===== config.mk =====
export PLATFORM = sky130hd
export DESIGN_NAME = addsub_seq_ctrl
export DESIGN_NICKNAME = d
export VERILOG_FILES = /design/src/rtl/addsub_pkg.sv /design/src/rtl/addsub_slice.sv /design/src/rtl/addsub_seq_ctrl.sv
export SDC_FILE = /design/constraint.sdc
export NUM_CORES = 1
export LEC_CHECK = 0
export BUFFER_PORTS_ARGS = -buffer_cell sky130_fd_sc_hd__buf_2
export CAP_MARGIN = 20
export CORE_ASPECT_RATIO = 0.6
export CORE_MARGIN = 2
export CORE_UTILIZATION = 58
export DETAILED_ROUTE_END_ITERATION = 7
export PLACE_DENSITY = 0.8
export SLEW_MARGIN = 10
export SYNTH_ARGS = -nofsm -noshare
export SYNTH_HDL_FRONTEND = slang
export SYNTH_SLANG_ARGS = --single-unit

===== constraint.sdc =====
create_clock -name clk -period 5.5 [get_ports clk]
set_clock_uncertainty 0.05 [all_clocks]
set_input_delay 1.375 -clock clk [delete_from_list [all_inputs] [get_ports clk]]
set_output_delay 1.375 -clock clk [all_outputs]
set_load 0.05 [all_outputs]

===== src/rtl/addsub_pkg.sv =====
// Shared types for the multi-precision add/sub sequencer: FSM state encoding
// and the slice-index width helper.
package addsub_pkg;

    typedef enum logic [1:0] {
        IDLE = 2'd0,
        RUN  = 2'd1,
        DONE = 2'd2
    } state_t;

    // Keeps the index at least one bit wide even for degenerate WORDS values.
    function automatic int idx_width(input int words);
        return (words > 1) ? $clog2(words) : 1;
    endfunction

endpackage


===== src/rtl/addsub_slice.sv =====
// N-bit add/subtract slice: sum = a + (b ^ {N{sub}}) + cin, with carry out.
module addsub_slice
    import addsub_pkg::*;
#(
    parameter int N = 4
) (
    input  logic [N-1:0] a,
    input  logic [N-1:0] b,
    input  logic         sub,
    input  logic         cin,
    output logic [N-1:0] sum,
    output logic         cout
);

    logic [N:0] total;

    assign total       = {1'b0, a} + {1'b0, b ^ {N{sub}}} + {{N{1'b0}}, cin};
    assign {cout, sum} = total;

endmodule


===== src/rtl/addsub_seq_ctrl.sv =====
// Multi-precision add/sub sequencer: walks one N-bit slice LSB-first per clock.
// Optional zero flag is built only when ADDSUB_SEQ_ZERO_FLAG_EN is defined.
//
// state | meaning
// IDLE  | ready=1, waiting for start; operands captured on accept
// RUN   | one slice per edge, carry chained through the carry register
// DONE  | one-cycle done pulse, start ignored
module addsub_seq_ctrl
    import addsub_pkg::*;
#(
    parameter int N     = 4,
    parameter int WORDS = 4
) (
    input  logic               clk,
    input  logic               rst,
    input  logic               start,
    input  logic               sub,
    input  logic [N*WORDS-1:0] op_a,
    input  logic [N*WORDS-1:0] op_b,
    output logic               ready,
    output logic               done,
    output logic [N*WORDS-1:0] result,
    output logic               cout,
    output logic               ovf,
    output logic               zero
);

    localparam int W  = N * WORDS;
    localparam int IW = idx_width(WORDS);

    state_t         state;
    logic [IW-1:0]  idx;
    logic           carry;
    logic [W-1:0]   a_r;
    logic [W-1:0]   b_r;
    logic           sub_r;

    logic [N-1:0]   s_a;
    logic [N-1:0]   s_b;
    logic [N-1:0]   s_sum;
    logic           s_cout;
    logic           last;
    logic           ovf_next;

    assign s_a  = a_r[int'(idx) * N +: N];
    assign s_b  = b_r[int'(idx) * N +: N];
    assign last = (idx == IW'(WORDS - 1));

    // MSB of the final result comes straight from the last slice's sum.
    assign ovf_next = (a_r[W-1] == (b_r[W-1] ^ sub_r)) && (s_sum[N-1] != a_r[W-1]);

    addsub_slice #(.N(N)) u_slice (
        .a    (s_a),
        .b    (s_b),
        .sub  (sub_r),
        .cin  (carry),
        .sum  (s_sum),
        .cout (s_cout)
    );

`ifdef ADDSUB_SEQ_ZERO_FLAG_EN
    logic zero_r;
    logic zero_next;

    // Lower slices are already final when the MSB slice is computed.
    assign zero_next = (result[W-N-1:0] == '0) && (s_sum == '0);
    assign zero      = zero_r;
`else
    assign zero = 1'b0;
`endif

    always_ff @(posedge clk or posedge rst) begin
        if (rst) begin
            state  <= IDLE;
            idx    <= '0;
            carry  <= 1'b0;
            a_r    <= '0;
            b_r    <= '0;
            sub_r  <= 1'b0;
            result <= '0;
            cout   <= 1'b0;
            ovf    <= 1'b0;
            done   <= 1'b0;
            ready  <= 1'b1;
`ifdef ADDSUB_SEQ_ZERO_FLAG_EN
            zero_r <= 1'b0;
`endif
        end else begin
            case (state)
                IDLE: begin
                    done <= 1'b0;
                    if (start) begin
                        a_r    <= op_a;
                        b_r    <= op_b;
                        sub_r  <= sub;
                        carry  <= sub;
                        idx    <= '0;
                        result <= '0;
                        ready  <= 1'b0;
                        state  <= RUN;
                    end
                end
                RUN: begin
                    result[int'(idx) * N +: N] <= s_sum;
                    carry <= s_cout;
                    if (last) begin
                        idx   <= '0;
                        cout  <= s_cout;
                        ovf   <= ovf_next;
                        done  <= 1'b1;
                        state <= DONE;
`ifdef ADDSUB_SEQ_ZERO_FLAG_EN
                        zero_r <= zero_next;
`endif
                    end else begin
                        idx <= idx + 1'b1;
                    end
                end
                DONE: begin
                    done  <= 1'b0;
                    ready <= 1'b1;
                    state <= IDLE;
                end
                default: begin
                    done  <= 1'b0;
                    ready <= 1'b1;
                    state <= IDLE;
                end
            endcase
        end
    end

endmodule


==> results.json <==
{
  "yosysSeqAreaShare_pct": 53.6,
  "cts.clk_slew.worst_paths_ns": 0.07,
  "cts_sinks": 58,
  "utilization_pct": 71.4,
  "nNetsFinal": 298,
  "dieArea_um2": 5260,
  "slowest_stage": "dfrtp_1",
  "antenna_left": 0,
  "core_region_area_um2": 4540,
  "io_buffers": 55,
  "ys_async_sr_fraction_pct": 100,
  "most-common-layout-cells": "dfrtp_1 (57), buf_2 (55), mux2_2 (32)",
  "startpoint_type": "register",
  "tightest_slew_ns": 0.897,
  "worst_setup_path_end_kind": "register",
  "grt_first_pass_wirelength_um": 9050,
  "io_pins": 57,
  "setup_viol": 0,
  "fin_crit_ns": 3.17,
  "yosysWarnings": 0,
  "synth_area_leaders": "dfrtp_1 (53%), mux2_2 (13%), mux4_2 (6.6%)",
  "cts_root_buffer": "clkbuf_8",
  "setup_tns_ns": 0,
  "cts_resized": 0,
  "grt_pass1_vias": 1828,
  "place_congestion": 0.868,
  "syn_nets": 241,
  "cpPeakStageDelay_ns": 0.83,
  "routed_wl_um": 5220,
  "crit_type": "register to register",
  "grt_usage_pct": 23.2,
  "dp_hpwl_um": 3820,
  "antenna_cells": 0,
  "min_path_type": "register to register",
  "mostFrequentLayoutCell": "dfrtp_1",
  "drive_gt1_share_pct": 47.7,
  "crit_chain": "mux4_2 -> xnor2_1 -> ha_1 -> and3b_1 -> or3_1 -> and2_4 -> a211o_1",
  "syn_area_um2": 2710,
  "num_rows": 19,
  "slew_violations": 0,
  "numCtsBuffers": 9,
  "synth_cells": 196,
  "avgSynthCellArea_um2": 13.8,
  "synth_edf_count": 0,
  "first_pass_iters": 4,
  "grt_max_degree": 59,
  "num_vias": 1778,
  "rsz0062_at_grt": "false",
  "clockBufferDepth": 2,
  "cp_top_family": "flip-flops",
  "route.detailed.drc": 0,
  "fmax_ghz": 0.316,
  "synth_seq_cells": 58,
  "vias_per_cell": 5.54,
  "die_y_um": 57.0,
  "hold_viol_final": 0,
  "dp_cells": 305,
  "stdcell_count": 321,
  "slew_headroom_pct": 40.1,
  "hold_buffers": 0,
  "antenna_found_initial": 0,
  "cp_num_buf_inv": 0,
  "clk_latency_ns": 0.33,
  "drt_iter0_markers": 107,
  "path_max_fanout": 17,
  "yosys_most_used_dff": "dfrtp_1",
  "start_util_pct": 59.7,
  "status": "completed",
  "cts_tree": "yes",
  "synth_top_cell_by_area": "dfrtp_1",
  "area_growth_syn_to_layout_pct": 19.6,
  "ys_types": 37,
  "post_cts_buffers": 0,
  "arrival_ns": 3.34,
  "required_ns": 5.68,
  "fp.dieW_um": 92.3,
  "gr-total-overflow": 0,
  "yosysTopAreaCellShare_pct": 52.6,
  "drv_cap": 0,
  "timing.final.crit_share_pct": 57.6,
  "htree_levels": 3,
  "wl_per_cell_um": 16.3
}
per-layer routing:
metal / up-vias / GRT usage [%] / routed length, um
li1: 823 / - / -
met1: 896 / 34.2 / 2450
met2: 53 / 33.2 / 2340
met3: 6 / 7.13 / 372
met4: 0 / 8.32 / 57
met5: - / 0 / 0
kinds of logic (layout without fill, tap and decap cells):
group	after synthesis	in the layout	synth area share, %
AND/OR/NAND/NOR	29	29	6.41
XOR/XNOR	6	6	1.94
AO/OA/AOI/OAI	34	34	10.0
buffers and inverters	19	81	3.28
multiplexers	40	40	19.9
adder cells (fa/ha/maj)	9	9	4.71
flip-flops	58	58	53.6
other	1	1	0.138
worst paths after layout:
check                       endpoint  cells past startpoint    from  slack (ns)
setup / recovery                 ovf                      7  idx[0]        2.33
hold / removal                  cout                      2    cout        0.45
setup reg to reg                 ovf                      7  idx[0]        2.33
hold reg to reg                 cout                      2    cout        0.45
max in group asynchronous  result[4]                      3     rst        3.74
min in group asynchronous     b_r[7]                      3     rst        1.18
metrics by stage:
step / hold WS, ns / setup slack (ns) / instance area [um2]
6_report: 0.453 / 2.33 / 3240
3_3_place_gp: 0.421 / 2.37 / 3020
2_1_floorplan: 0.425 / 2.65 / 2710
4_1_cts: 0.455 / 2.29 / 3240
5_1_grt: 0.479 / 2.16 / 3240
3_5_place_dp: 0.437 / 2.30 / 3020
synth_stat cells (2+ instances only):
library cell,number
a21o_1,5
a21o_2,2
a21oi_1,3
a22o_1,13
a22o_2,4
and4_1,3
buf_2,5
buf_4,3
clkbuf_1,2
dfrtp_1,57
fa_1,2
ha_1,7
inv_1,9
mux2_2,32
mux4_2,8
nand2_1,8
nand2b_1,3
nor2_1,4
nor2b_1,2
o21ai_0,3
xnor2_1,4
xor2_1,2
layout make-up:
type                       count  area, um2
tap                           63       78.8
timing repair buffer          56        283
sequential                    58       1450
inverter                       9       33.8
fill                         342       1300
multi-input combinational    119       1170
clock inverter                 3       45.0
clock buffer                  13        179
registers in the layout, indices dropped and copies added (netlist names):
signal  count
ovf         1
done        1
ready       1
cout        1
a_r        16
b_r        16
idx         2
sub_r       1
result     16
state       2
carry       1
worst min-delay path, cell delays in order, from the launching register on:
cell,delay [ns]
dfrtp_1,0.35
nand2_1,0.05
o21ai_0,0.07
Power is left out: the tool's default activity adds up to more than one toggle a clock period on the data nets, which glitch-free logic cannot reach.
